### src/rtl/button_conditioner.sv
// Two-key conditioner: synchroniser, per-key debounce, registered press pulses.
// Optional auto-repeat is compiled in when BUTTON_AUTOREPEAT_EN is defined.
module button_conditioner #(
  parameter int unsigned DB_CYCLES     = 500000,
  parameter bit          ACTIVE_LOW    = 1'b1,
  parameter int unsigned REPEAT_DELAY  = 25000000,
  parameter int unsigned REPEAT_PERIOD = 10000000
) (
  input  logic       clk,
  input  logic       rst,
  input  logic [1:0] btn_raw,
  output logic [1:0] button,
  output logic [1:0] level
);

  localparam int unsigned CNT_W = $clog2(DB_CYCLES);
  localparam logic [CNT_W-1:0] CNT_LAST = CNT_W'(DB_CYCLES - 1);

  // Two-cycle gaps between pulses of one key rely on every window being at least 2.
  if (DB_CYCLES < 2 || REPEAT_DELAY < 2 || REPEAT_PERIOD < 2) begin : g_param_check
    $error("button_conditioner: DB_CYCLES, REPEAT_DELAY and REPEAT_PERIOD must be >= 2");
  end

  logic [1:0]       sync1_r;
  logic [1:0]       sync2_r;
  logic [CNT_W-1:0] cnt_r [2];
  logic [CNT_W-1:0] cnt_nxt_s [2];
  logic [1:0]       level_r;
  logic [1:0]       level_nxt_s;
  logic [1:0]       rise_s;
  logic [1:0]       pulse_s;
  logic [1:0]       button_r;

  // Polarity normalisation then two-flop synchroniser (1 = pressed).
  always_ff @(posedge clk or negedge rst) begin
    if (!rst) begin
      sync1_r <= 2'b00;
      sync2_r <= 2'b00;
    end else begin
      sync1_r <= btn_raw ^ {2{ACTIVE_LOW}};
      sync2_r <= sync1_r;
    end
  end

  // Debounce: level follows the sample only after DB_CYCLES consecutive differing samples.
  always_comb begin
    for (int i = 0; i < 2; i++) begin
      level_nxt_s[i] = level_r[i];
      cnt_nxt_s[i]   = {CNT_W{1'b0}};
      if (sync2_r[i] == level_r[i]) begin
        cnt_nxt_s[i] = {CNT_W{1'b0}};
      end else if (cnt_r[i] == CNT_LAST) begin
        level_nxt_s[i] = sync2_r[i];
        cnt_nxt_s[i]   = {CNT_W{1'b0}};
      end else begin
        cnt_nxt_s[i] = cnt_r[i] + CNT_W'(1);
      end
    end
  end

  assign rise_s = level_nxt_s & ~level_r;

`ifdef BUTTON_AUTOREPEAT_EN
  localparam int unsigned RPT_MAX = (REPEAT_DELAY > REPEAT_PERIOD) ? REPEAT_DELAY : REPEAT_PERIOD;
  localparam int unsigned RPT_W   = $clog2(RPT_MAX);
  localparam logic [RPT_W-1:0] DELAY_LAST  = RPT_W'(REPEAT_DELAY - 1);
  localparam logic [RPT_W-1:0] PERIOD_LAST = RPT_W'(REPEAT_PERIOD - 1);

  logic [RPT_W-1:0] rpt_cnt_r [2];
  logic [RPT_W-1:0] rpt_cnt_nxt_s [2];
  logic [1:0]       rpt_phase_r;
  logic [1:0]       rpt_phase_nxt_s;
  logic [1:0]       rpt_fire_s;

  // Repeat timer: first wait is REPEAT_DELAY, later waits REPEAT_PERIOD; only while the key stays held.
  always_comb begin
    for (int i = 0; i < 2; i++) begin
      rpt_cnt_nxt_s[i]   = {RPT_W{1'b0}};
      rpt_phase_nxt_s[i] = 1'b0;
      rpt_fire_s[i]      = 1'b0;
      if (level_r[i] && level_nxt_s[i]) begin
        if (rpt_cnt_r[i] == (rpt_phase_r[i] ? PERIOD_LAST : DELAY_LAST)) begin
          rpt_fire_s[i]      = 1'b1;
          rpt_cnt_nxt_s[i]   = {RPT_W{1'b0}};
          rpt_phase_nxt_s[i] = 1'b1;
        end else begin
          rpt_cnt_nxt_s[i]   = rpt_cnt_r[i] + RPT_W'(1);
          rpt_phase_nxt_s[i] = rpt_phase_r[i];
        end
      end else begin
        rpt_cnt_nxt_s[i]   = {RPT_W{1'b0}};
        rpt_phase_nxt_s[i] = 1'b0;
        rpt_fire_s[i]      = 1'b0;
      end
    end
  end

  // Repeat timer state.
  always_ff @(posedge clk or negedge rst) begin
    if (!rst) begin
      for (int i = 0; i < 2; i++) begin
        rpt_cnt_r[i] <= {RPT_W{1'b0}};
      end
      rpt_phase_r <= 2'b00;
    end else begin
      for (int i = 0; i < 2; i++) begin
        rpt_cnt_r[i] <= rpt_cnt_nxt_s[i];
      end
      rpt_phase_r <= rpt_phase_nxt_s;
    end
  end

  assign pulse_s = rise_s | rpt_fire_s;
`else
  assign pulse_s = rise_s;
`endif

  // Debounce state and registered outputs.
  always_ff @(posedge clk or negedge rst) begin
    if (!rst) begin
      for (int i = 0; i < 2; i++) begin
        cnt_r[i] <= {CNT_W{1'b0}};
      end
      level_r  <= 2'b00;
      button_r <= 2'b00;
    end else begin
      for (int i = 0; i < 2; i++) begin
        cnt_r[i] <= cnt_nxt_s[i];
      end
      level_r  <= level_nxt_s;
      button_r <= pulse_s;
    end
  end

  assign button = button_r;
  assign level  = level_r;

endmodule

### config.mk
export PLATFORM = sky130hd
export DESIGN_NAME = button_conditioner
export DESIGN_NICKNAME = d
export VERILOG_FILES = /design/src/rtl/button_conditioner.sv
export SDC_FILE = /design/constraint.sdc
export NUM_CORES = 1
export LEC_CHECK = 0
export CAP_MARGIN = 20
export CORE_ASPECT_RATIO = 1.1
export CORE_MARGIN = 2
export CORE_UTILIZATION = 45
export DETAILED_ROUTE_END_ITERATION = 10
export GPL_TIMING_DRIVEN = 0
export PLACE_DENSITY_LB_ADDON = 0.25
export SLEW_MARGIN = 10
export SYNTH_ARGS = -nofsm -noshare
export SYNTH_HDL_FRONTEND = slang
export SYNTH_SLANG_ARGS = --single-unit
### constraint.sdc
create_clock -name clk -period 2.3 [get_ports clk]
set_input_delay 0.69 -clock clk [delete_from_list [all_inputs] [get_ports clk]]
set_output_delay 0.69 -clock clk [all_outputs]
set_load 0.01 [all_outputs]
==> results by group <==
Final layout
  • Fin cells: 292
  • Area grow syn2layout: 12.0%
  • N_diodes: 0
  • Fin nets: 241
  • Fillers: 425
  • Layout cells sized above 1: 8.90%
  • Post-layout util: 53.0%
  • Design area: 0.00248 mm²

Timing
  • Setup TNS: 0 ns
  • F_max: 0.492 GHz
  • Least-Margin Pin Slew: 0.591 ns
  • Slew HR: 60.5%
  • Final setup viols: 0
  • RSZ-0062 raised after global routing: false
  • Hold Violations, Final: 0
  • Period minus WS final: 2.03 ns
  • Slew Limit Fails: 0
  • Fin crit share: 88.3%
  • Setup Skew: 0.0116 ns

Synthesis
  • Top FF cell, synth: dfrtp_1
  • Largest family of logic cells by synthesized area: simple AND/OR/NAND/NOR gates
  • Mapped Avg Cell Area: 10.1 µm²
  • Synth Area in Compound Gates: 4.34%
  • Fraction of registers with async set or reset after synthesis: 100%
  • Sequential area share after synthesis: 51.9%
  • Largest area contributor in the netlist: dfrtp_1
  • Syn_nets: 226
  • Post-synth top area share: 51.9%
  • Synth unique cells: 36
  • Synthesized cell area: 0.00222 mm²
  • Synth Area in XOR/XNOR: 12.2%
  • Multiplexer share of the synthesized area: 1.01%
  • Flops & latches, synth: 46
  • Syn. warnings: 0
  • Post-Synth Adder-Cell Area: 1.13%
  • EDFF count, synth: 0
  • Mapped Cells: 220
  • Top post-synthesis cells by area: dfrtp_1 52%, xnor2_1 9.5%, nor2_1 6.1%, nand3_1 3.2%, nand4_1 3.1%
  • Synth Area in Simple Gates: 26.8%

Clocking
  • Hold_buf cts: 0
  • Skew-Pair Late Insertion Delay: 0.29 ns
  • H-tree depth: 2
  • Clock sink total: 46
  • CTS Buf Count: 5
  • Reg clk slew, reported paths: 0.09 ns
  • CTS resizes: 0
  • TritonCTS clock tree: yes
  • CTS max path bufs: 2
  • Setup bufs post-CTS: 0
  • Root Buffer: clkbuf_8

Global route
  • Initial antenna violation count: 0
  • GRT overflow: 0
  • Vias in the first global route: 1605
  • Largest net degree at the start of global routing: 35
  • Tot GR Track Use: 16.6%
  • First-pass GRT wire length: 7.36 mm

Placed design
  • Placed insts: 284
  • Placer congestion estimate: 0.852
  • Area post-placement: 0.00237 mm²
  • PortBufs: 7
  • Post-DP HPWL: 2.81 mm

Power
  • Leak: 0.981 nW
  • Pwr/cell area: 596 mW/mm²
  • Maximum vdd drop: 0.312 mV

Route
  • Routed wire length per instance: 13.3 µm
  • Remaining DRCs: 0
  • Antenna-violating nets left: 0
  • First DRT Iteration DRCs: 87
  • Total wire length: 3.90 mm
  • Pre-Repair DR Iteration Count: 4
  • DR vias: 1586
  • Vias/cell: 5.43

Run status
  • Run status: completed

Worst setup path
  • Startpoint types: flop
  • Req. time, crit path: 2.49 ns
  • RR Endpoint: cnt_r[28]$_DFF_PN0_
  • CP Capture Type: flop
  • Worst R2R Start: cnt_r[30]$_DFF_PN0_
  • R2R setup slack: 0.27 ns
  • WS Path Type: flop to flop
  • Worst path arrival time: 2.22 ns
  • Crit Path Max Fanout: 10
  • Worst R2R Path Depth: 5

Job
  • Total of max-cap violations: 0

Die
  • Starting Density: 47.4%
  • Die width: 71.0 µm
  • Die ar.: 0.00551 mm²
  • Core area: 0.00468 mm²
  • Num rows: 26
  • Die Y: 77.7 µm
  • IO Count: 8

Hold path
  • Hold WC Path Type: input pin to asynchronous set/reset pin
-- synthesized netlist by cell type, types with 2 or more instances --
cell type  instances
nor2_1            36
or4_1              3
xor2_1             7
dfrtp_1           46
buf_2              2
nand4_1           11
xnor2_1           24
nor3_1            10
nor4_1             9
inv_1              7
o21ai_0            3
a21oi_1            5
and2_1             2
or3_1              3
nand3_1           14
nand2_1           15
mux2_2             2
clkbuf_2           2
ha_1               2
-- layer usage --
metal / vias up / share of wire (%) / track usage [%]
met2: 26 / 50 / 26.5
met3: 6 / 2.9 / 4.03
met4: 0 / 1.5 / 6.04
li1: 798 / - / -
met1: 756 / 46 / 21.8
met5: - / 0 / 0
-- critical path: stages (launching register included) --
cell	delay [ns]
dfrtp_1	0.46
nor4_1	0.30
nand4_1	0.22
o41ai_4	0.67
buf_6	0.23
nor2_1	0.06
-- power breakdown --
part	switching [W]	total, W	internal (W)
Combinational	0.0000394	0.0000615	0.0000221
Sequential	0.0000104	0.000830	0.000820
Clock	0.000265	0.000589	0.000324
Total	0.000315	0.00148	0.00117
-- registers in the layout, indices dropped and copies added (netlist names) --
signal   flops
sync1_r      2
level        2
cnt_r       38
button       2
sync2_r      2
-- cells by family after synthesis --
family	Yosys count
XOR/XNOR	31
adder cells (fa/ha/maj)	2
buffers and inverters	12
AO/OA/AOI/OAI	12
AND/OR/NAND/NOR	115
flip-flops	46
multiplexers	2
-- final cells by class --
type | count | area, µm² | share of cell area [%]
clock buffers | 6 | 72.6 | 2.92
flip-flops and latches | 46 | 1150 | 46.3
well taps | 56 | 70.1 | 2.82
clock inverters | 2 | 37.5 | 1.51
inverters | 7 | 26.3 | 1.06
repair buffers | 8 | 85.1 | 3.42
plain buffers | 5 | 31.3 | 1.26
multi-input cells | 162 | 1010 | 40.7
-- how the worst max path moves through the flow --
stage                     depth (start not counted)                  end           startpoint  slack, ns
after floorplan                                   5  cnt_r[33]$_DFF_PN0_  cnt_r[30]$_DFF_PN0_       0.53
after global placement                            1  cnt_r[12]$_DFF_PN0_                  rst      -0.73
after detailed placement                          5  cnt_r[27]$_DFF_PN0_  cnt_r[30]$_DFF_PN0_       0.25
after CTS                                         5  cnt_r[27]$_DFF_PN0_  cnt_r[30]$_DFF_PN0_       0.23
after global routing                              5  cnt_r[12]$_DFF_PN0_   cnt_r[6]$_DFF_PN0_       0.03
final                                             5  cnt_r[28]$_DFF_PN0_  cnt_r[30]$_DFF_PN0_       0.27
-- cells in the final DEF (no fill, tap or decap), types with 6 or more instances in the layout --
master,instances
nand2_1,15
clkdlybuf4s50_1,6
dfrtp_1,46
inv_1,7
nor3_1,10
nor4_1,9
nor2_1,36
nand3_1,14
xor2_1,7
nand4_1,11
xnor2_1,24
-- metrics by stage --
step / total power [W] / hold slack (ns) / worst slack [ns]
final: 0.00148 / 0.270 / 0.269
after global routing: 0.00156 / 0.270 / 0.0339
after CTS: 0.00151 / 0.268 / 0.234
after detailed placement: 0.000911 / 0.336 / 0.245
after global placement: 0.000907 / 0.331 / -0.728
after floorplan: 0.000877 / 0.331 / 0.529
Power figures use the tool's default switching activity.
